`src/rtl/ttd_wta.sv`:
```
// Winner-take-all decoder: snapshots ttd latencies on ttd_finish and reports the earliest neuron.
// Latency: valid is sampled high at the (N_NEURONS+1)th edge after ttd_finish is sampled.
// Backpressure: the result is held in HOLD until valid && ready; finish while busy only pulses overrun.
module ttd_wta #(
    parameter int TTD_WIDTH = 5,
    parameter int N_NEURONS = 4,
    parameter int IDX_WIDTH = $clog2(N_NEURONS)
) (
    input  logic                 CLK,
    input  logic                 nRES,
    input  logic                 ttd_finish,
    input  logic [TTD_WIDTH-1:0] ttd_vectors [N_NEURONS],
    input  logic                 ready,
    output logic                 valid,
    output logic [IDX_WIDTH-1:0] class_idx,
    output logic [TTD_WIDTH-1:0] class_time,
    output logic                 no_spike,
    output logic                 tie,
    output logic                 busy,
    output logic                 overrun
);

    typedef enum logic [1:0] {IDLE, SCAN, HOLD} state_t;

    localparam logic [TTD_WIDTH-1:0] NEVER  = '1;
    localparam logic [IDX_WIDTH-1:0] LAST_K = IDX_WIDTH'(N_NEURONS - 1);

    state_t               state, state_n;
    logic [TTD_WIDTH-1:0] snap [N_NEURONS];
    logic [IDX_WIDTH-1:0] k, k_n;
    logic [TTD_WIDTH-1:0] best_time, best_time_n;
    logic [IDX_WIDTH-1:0] best_idx, best_idx_n;
    logic                 best_tie, best_tie_n;
    logic [TTD_WIDTH-1:0] cur;
    logic                 load_snap;
    logic                 load_out;
    logic                 accept;

    always_comb begin
        state_n     = state;
        k_n         = k;
        best_time_n = best_time;
        best_idx_n  = best_idx;
        best_tie_n  = best_tie;
        load_snap   = 1'b0;
        load_out    = 1'b0;
        accept      = 1'b0;
        cur         = snap[k];
        case (state)
            IDLE: begin
                if (ttd_finish) begin
                    load_snap   = 1'b1;
                    best_time_n = NEVER;
                    best_idx_n  = '0;
                    best_tie_n  = 1'b0;
                    k_n         = '0;
                    state_n     = SCAN;
                end
            end
            SCAN: begin
                // Equal latency never moves best_idx, so the lowest index wins ties.
                if (cur < best_time) begin
                    best_time_n = cur;
                    best_idx_n  = k;
                    best_tie_n  = 1'b0;
                end else if ((cur == best_time) && (best_time != NEVER)) begin
                    best_tie_n = 1'b1;
                end
                if (k == LAST_K) begin
                    state_n  = HOLD;
                    load_out = 1'b1;
                end else begin
                    k_n = k + 1'b1;
                end
            end
            HOLD: begin
                if (valid && ready) begin
                    accept  = 1'b1;
                    state_n = IDLE;
                end
            end
            default: state_n = IDLE;
        endcase
    end

    always_ff @(posedge CLK) begin
        if (!nRES) begin
            state      <= IDLE;
            k          <= '0;
            best_time  <= '0;
            best_idx   <= '0;
            best_tie   <= 1'b0;
            valid      <= 1'b0;
            class_idx  <= '0;
            class_time <= '0;
            no_spike   <= 1'b0;
            tie        <= 1'b0;
            busy       <= 1'b0;
            overrun    <= 1'b0;
            for (int i = 0; i < N_NEURONS; i++) snap[i] <= '0;
        end else begin
            state     <= state_n;
            k         <= k_n;
            best_time <= best_time_n;
            best_idx  <= best_idx_n;
            best_tie  <= best_tie_n;
            busy      <= (state_n != IDLE);
            overrun   <= ttd_finish && (state != IDLE);
            if (load_snap) begin
                for (int i = 0; i < N_NEURONS; i++) snap[i] <= ttd_vectors[i];
            end
            // Result registers load with the last comparison and stay frozen through HOLD.
            if (load_out) begin
                valid      <= 1'b1;
                class_idx  <= best_idx_n;
                class_time <= best_time_n;
                tie        <= best_tie_n;
                no_spike   <= (best_time_n == NEVER);
            end else if (accept) begin
                valid <= 1'b0;
            end
        end
    end

endmodule
```
`config.mk`:
```
export PLATFORM = sky130hd
export DESIGN_NAME = ttd_wta
export DESIGN_NICKNAME = d
export VERILOG_FILES = /design/src/rtl/ttd_wta.sv
export SDC_FILE = /design/constraint.sdc
export NUM_CORES = 1
export LEC_CHECK = 0
export CAP_MARGIN = 0
export CORE_UTILIZATION = 52
export CTS_CLUSTER_DIAMETER = 120
export DETAILED_ROUTE_END_ITERATION = 8
export GPL_TIMING_DRIVEN = 0
export PLACE_DENSITY_LB_ADDON = 0.15
export SYNTH_ARGS = -nofsm -noshare
export SYNTH_HDL_FRONTEND = slang
export SYNTH_SLANG_ARGS = --single-unit
```
`constraint.sdc`:
```
create_clock -name CLK -period 3 [get_ports CLK]
set_clock_uncertainty 0.2 [all_clocks]
set_input_delay 0.75 -clock CLK [delete_from_list [all_inputs] [get_ports CLK]]
set_output_delay 0.75 -clock CLK [all_outputs]
set_load 0.05 [all_outputs]
```
### Word level (Yosys, flattened, before mapping)

Memory sizes are Yosys's and may differ from the RTL's. A register that Yosys moved wholly into a read port is not among the register bits.
Cells that the tools add are included.

* bits in registers: 24
* bits in writable memories: 20
* input bits: 24
* output and inout port bits: 12
* logic and storage cells: 71
* memories: 1

Memory list
* snap: words 4, width 5, rd ports 1, clocked after Yosys merged registers in 1, write ports 4, RTL line 29 `logic [TTD_WIDTH-1:0] snap [N_NEURONS];`

* $add $sub $neg: 1
* $lt $le $gt $ge: 1
* equal/unequal tests: 8
* muxes and demuxes: 35
* bitwise gates (word level): 4
* reduce and logical (&&, ||, !) cells: 9

Operators with widths (count)
* 2-to-1 mux 5 bit: 6
* 2-to-1 mux 2 bit: 9
* 2-to-1 mux 1 bit: 15
* one-hot mux 5 bit (2 select lines): 1
* one-hot mux 2 bit (2 select lines): 2
* nonzero test 2 bit: 4
* one-hot mux 2 bit (3 select lines): 1
* equality test 5 bit: 1
* equality test 5 bit, second input constant: 1
* less-than comparator 5 bit: 1
* != test 5 bit, second input constant: 1
* equality test 2 bit, second input constant: 2
* != test 2 bit, second input constant: 2
* OR 1 bit: 4
* logical AND 1 bit: 3
* AND reduction 3 bit: 1
* adder 2 x 1 -> 2 bit, second input constant: 1
* equality test 2 x 1 -> 1 bit, second input constant: 1
* logical NOT 2 bit: 1
* one-hot mux 1 bit (2 select lines): 1

### Longest topological paths before layout

* depth after elaboration: 6
* mapped depth: 10
* gate-level depth less buffers: 8

### Worst setup path before layout

No wires, ideal clock.

* path type: reg2reg
* from: register with a tool-made name
* to: register class_time[0]
* library setup time: 0.132 ns
* arrival time: 2.233 ns
* data required time: 2.668 ns
* setup slack: 0.435 ns
* stages on the path, launching flop included: 10
* period minus slack after synthesis: 2.565 ns
* cell sequence: dfxtp_1 > buf_6 > mux4_1 > ha_1 > o211ai_1 > a21oi_1 > nor2_1 > buf_6 > o311ai_0 > a21oi_1

RTL lines
* to (signal assigned): RTL line 116 `class_time <= best_time_n;`
* to (decl): RTL line 16 `output logic [TTD_WIDTH-1:0] class_time,`

==> impl_metrics.py <==
metrics = {
    "logic_synthesis": {
        "yosys.area.top_type": "edfxtp_1",
        "yosysSeqAreaShare": 0.5417,
        "ys_top_cells_by_count": "dfxtp_1, and2_1, edfxtp_1, a21oi_1, nand2_1",
        "syn_area_um2": 2069,
        "ys.warnings.count": 0,
        "yosys_most_used_dff": "dfxtp_1",
        "synthesis.nets": 215,
        "syn_inst": 185,
        "async_flop_share": 0,
        "ys_seq_elements": 46,
        "yosysMostFrequentCell": "dfxtp_1",
        "yosysTopAreaCellShare": 0.2902,
        "synth_edf_count": 20,
        "yosysUniqueCellTypes": 39,
        "synth_area_leaders": "edfxtp_1, dfxtp_1, and2_1, mux4_1, a21oi_1",
        "syn_avg_cell_area_um2": 11.19,
    },
    "global_routing": {
        "grt_max_degree": 22,
        "grt_pass1_wl_um": 6596,
        "grt_overflow_total": 0,
        "grt_usage": 0.2088,
        "grt_pass1_vias": 1542,
        "antenna_found_initial": 0,
    },
    "critical_path": {
        "end_kind": "flop",
        "crit_type": "reg2reg",
        "crit_fanout": 10,
        "startpoint_type": "flop",
        "crit_arrival_ns": 2.88,
        "cp.required_ns": 3.01,
        "r2r_end": "class_idx[1]",
        "r2r_cells": 9,
        "rrSetupSlack_ns": 0.13,
    },
    "cts": {
        "clock-root-buffer": "clkbuf_8",
        "cts_hold_buf": 0,
        "insertion_delay_ns": 0.29,
        "cts_setup_buffers": 0,
        "cts.clk_slew.worst_paths_ns": 0.08,
        "cts_max_level": 2,
        "cts_sinks": 46,
        "cts_tree": "done",
        "cts_made_buffers": 5,
        "cts_buffer_depth": 2,
    },
    "routing": {
        "firstDrtPassIters": 4,
        "vias_per_cell": 5.446,
        "totalWireLength_um": 3883,
        "final_antenna_net_count": 0,
        "drc": 0,
        "drt_iter0_drc": 68,
        "wire_per_inst_um": 14.07,
        "vias": 1503,
    },
    "power_and_ir_drop": {
        "intPower_mw": 0.9519,
        "ir_drop_mv": 0.2694,
        "p_leak_nw": 0.9737,
        "switching_share": 0.2576,
        "pwr-share-seq": 0.553,
        "combPwrFrac": 0.169,
        "power_density_nw_per_um2": 498.2,
        "power_frac_clock": 0.278,
        "p_sw_mw": 0.3303,
    },
    "finish": {
        "num-fill-cells": 296,
        "nNetsFinal": 257,
        "drive_gt1_frac": 0.09211,
        "diodes": 0,
        "syn2layout_area_growth_pct": 24.37,
    },
    "floorplanning": {
        "core_area_um2": 3744,
        "die_w_um": 65.09,
        "start_util": 0.5528,
        "dieHeight_um": 65.09,
        "num_rows": 22,
        "die_area_um2": 4236,
        "pin_count": 36,
    },
    "outcome": {
        "status": "complete, no violations",
    },
    "timing": {
        "rsz0062_at_grt": "no",
        "setup_viol_count_final": 0,
        "final-hold-violation-count": 0,
        "slew_violations": 0,
        "fin_crit_ns": 2.871,
        "max_freq_ghz": 0.3483,
        "setup_slack_ns": 0.1290,
        "finalCritPeriodShare": 0.9570,
        "slew_headroom": 0.6578,
        "worst_pin_slew_ns": 0.5113,
        "hold_ws_ns": 0.2588,
    },
    "job": {
        "drv_cap": 0,
    },
    "placed_design": {
        "dp_hpwl_um": 2934,
        "portBuffers": 35,
        "gp_congestion": 0.9427,
        "place_ws_ns": -0.3236,
    },
    "worst_hold_path": {
        "hold_end": "class_time[2]",
        "hold_path_class": "reg2reg",
        "hold_depth": 2,
        "worstHoldStart": "class_time[2]",
    },
}
-- registers in the layout (all words and copies together), names as in the netlist, named ones only --
register    cells
best_tie        1
overrun         1
best_time       5
tie             1
class_time      5
busy            1
valid           1
class_idx       2
k               2
best_idx        2
state           2
no_spike        1
snap           20
-- worst max-delay path by stage --
stage | endpoint | slack [ns]
after floorplan | class_time[0] | 0.43
after global placement | snap[1][2] | -0.24
after detailed placement | snap[0][2] | -0.32
after CTS | class_time[2] | 0.03
after global routing | class_time[2] | 0.007
final | class_idx[1] | 0.13
-- power groups by stage --
stage	Sequential, mW	Combinational, mW	Clock (mW)
after global placement	0.722	0.196	0
after detailed placement	0.724	0.207	0
final	0.709	0.216	0.357
after global routing	0.713	0.236	0.389
after floorplan	0.724	0.133	0
after CTS	0.709	0.210	0.366
-- final cells by class --
class / count / area [um2] / area share
tap: 48 / 60.06 / 0.02333
clock inverter: 3 / 16.27 / 0.006320
multi-input combinational: 123 / 870.8 / 0.3384
sequential: 46 / 1121 / 0.4356
inverter: 6 / 22.52 / 0.008751
buffer: 10 / 63.81 / 0.02479
clock buffer: 5 / 68.82 / 0.02674
timing repair buffer: 35 / 350.3 / 0.1361
-- stage by stage --
step / power, mW / std cells / util / setup TNS (ns) / cell area [um2]
6_report: 1.282 / 276 / 0.6875 / 0 / 2574
3_3_place_gp: 0.9184 / 268 / 0.6624 / -4.980 / 2480
4_1_cts: 1.285 / 276 / 0.6858 / 0 / 2567
3_5_place_dp: 0.9309 / 268 / 0.6624 / -6.700 / 2480
5_1_grt: 1.339 / 276 / 0.6875 / 0 / 2574
2_1_floorplan: 0.8572 / 185 / - / 0 / 2069
-- cell families (layout without fill, tap and decap cells) --
family / Yosys count / after routing / share of synthesized area
AO/OA/AOI/OAI: 39 / 39 / 0.1270
AND/OR/NAND/NOR: 72 / 72 / 0.1862
adder cells (fa/ha/maj): 6 / 6 / 0.03627
flip-flops: 46 / 46 / 0.5417
buffers and inverters: 16 / 59 / 0.04172
multiplexers: 6 / 6 / 0.06711
-- repair_timing --
action | in CTS | in global routing
gates resized for setup | 1 | 2
endpoints found under the hold margin | 0 | 0
endpoints found under the setup margin | 20 | 6
-- routing by layer --
metal	part of all wire	GRT usage	wire [um]
met1	0.43	0.2236	1668
met2	0.51	0.3880	1993
met3	0.037	0.04401	145
met4	0.019	0.09511	75
met5	0	0	0
-- placed cells by master (no fill, tap or decap), types with 3 or more instances in the layout --
cell type / netlist / layout
buf_6: 3 / 3
a21oi_1: 16 / 15
nand2_1: 14 / 14
clkbuf_1: 6 / 6
nand2b_1: 5 / 4
clkdlybuf4s50_1: 0 / 35
o21ai_0: 3 / 3
nor2_1: 13 / 12
dfxtp_1: 26 / 26
nand3_1: 4 / 4
inv_1: 6 / 6
edfxtp_1: 20 / 20
a211oi_1: 3 / 3
mux4_1: 4 / 4
or3_1: 4 / 4
clkbuf_8: 0 / 5
ha_1: 6 / 6
o311a_1: 3 / 3
and2_1: 22 / 22
-- critical path, cell delays in order (launching register included) --
cell      delay, ns
dfxtp_1        0.33
buf_6          0.13
mux4_1         0.62
ha_1           0.34
a21oi_1        0.25
nand2_1        0.17
nor2_2         0.24
buf_6          0.18
a21oi_1        0.09
a211oi_1       0.24
No activity file was read; power rests on OpenSTA's default activity.
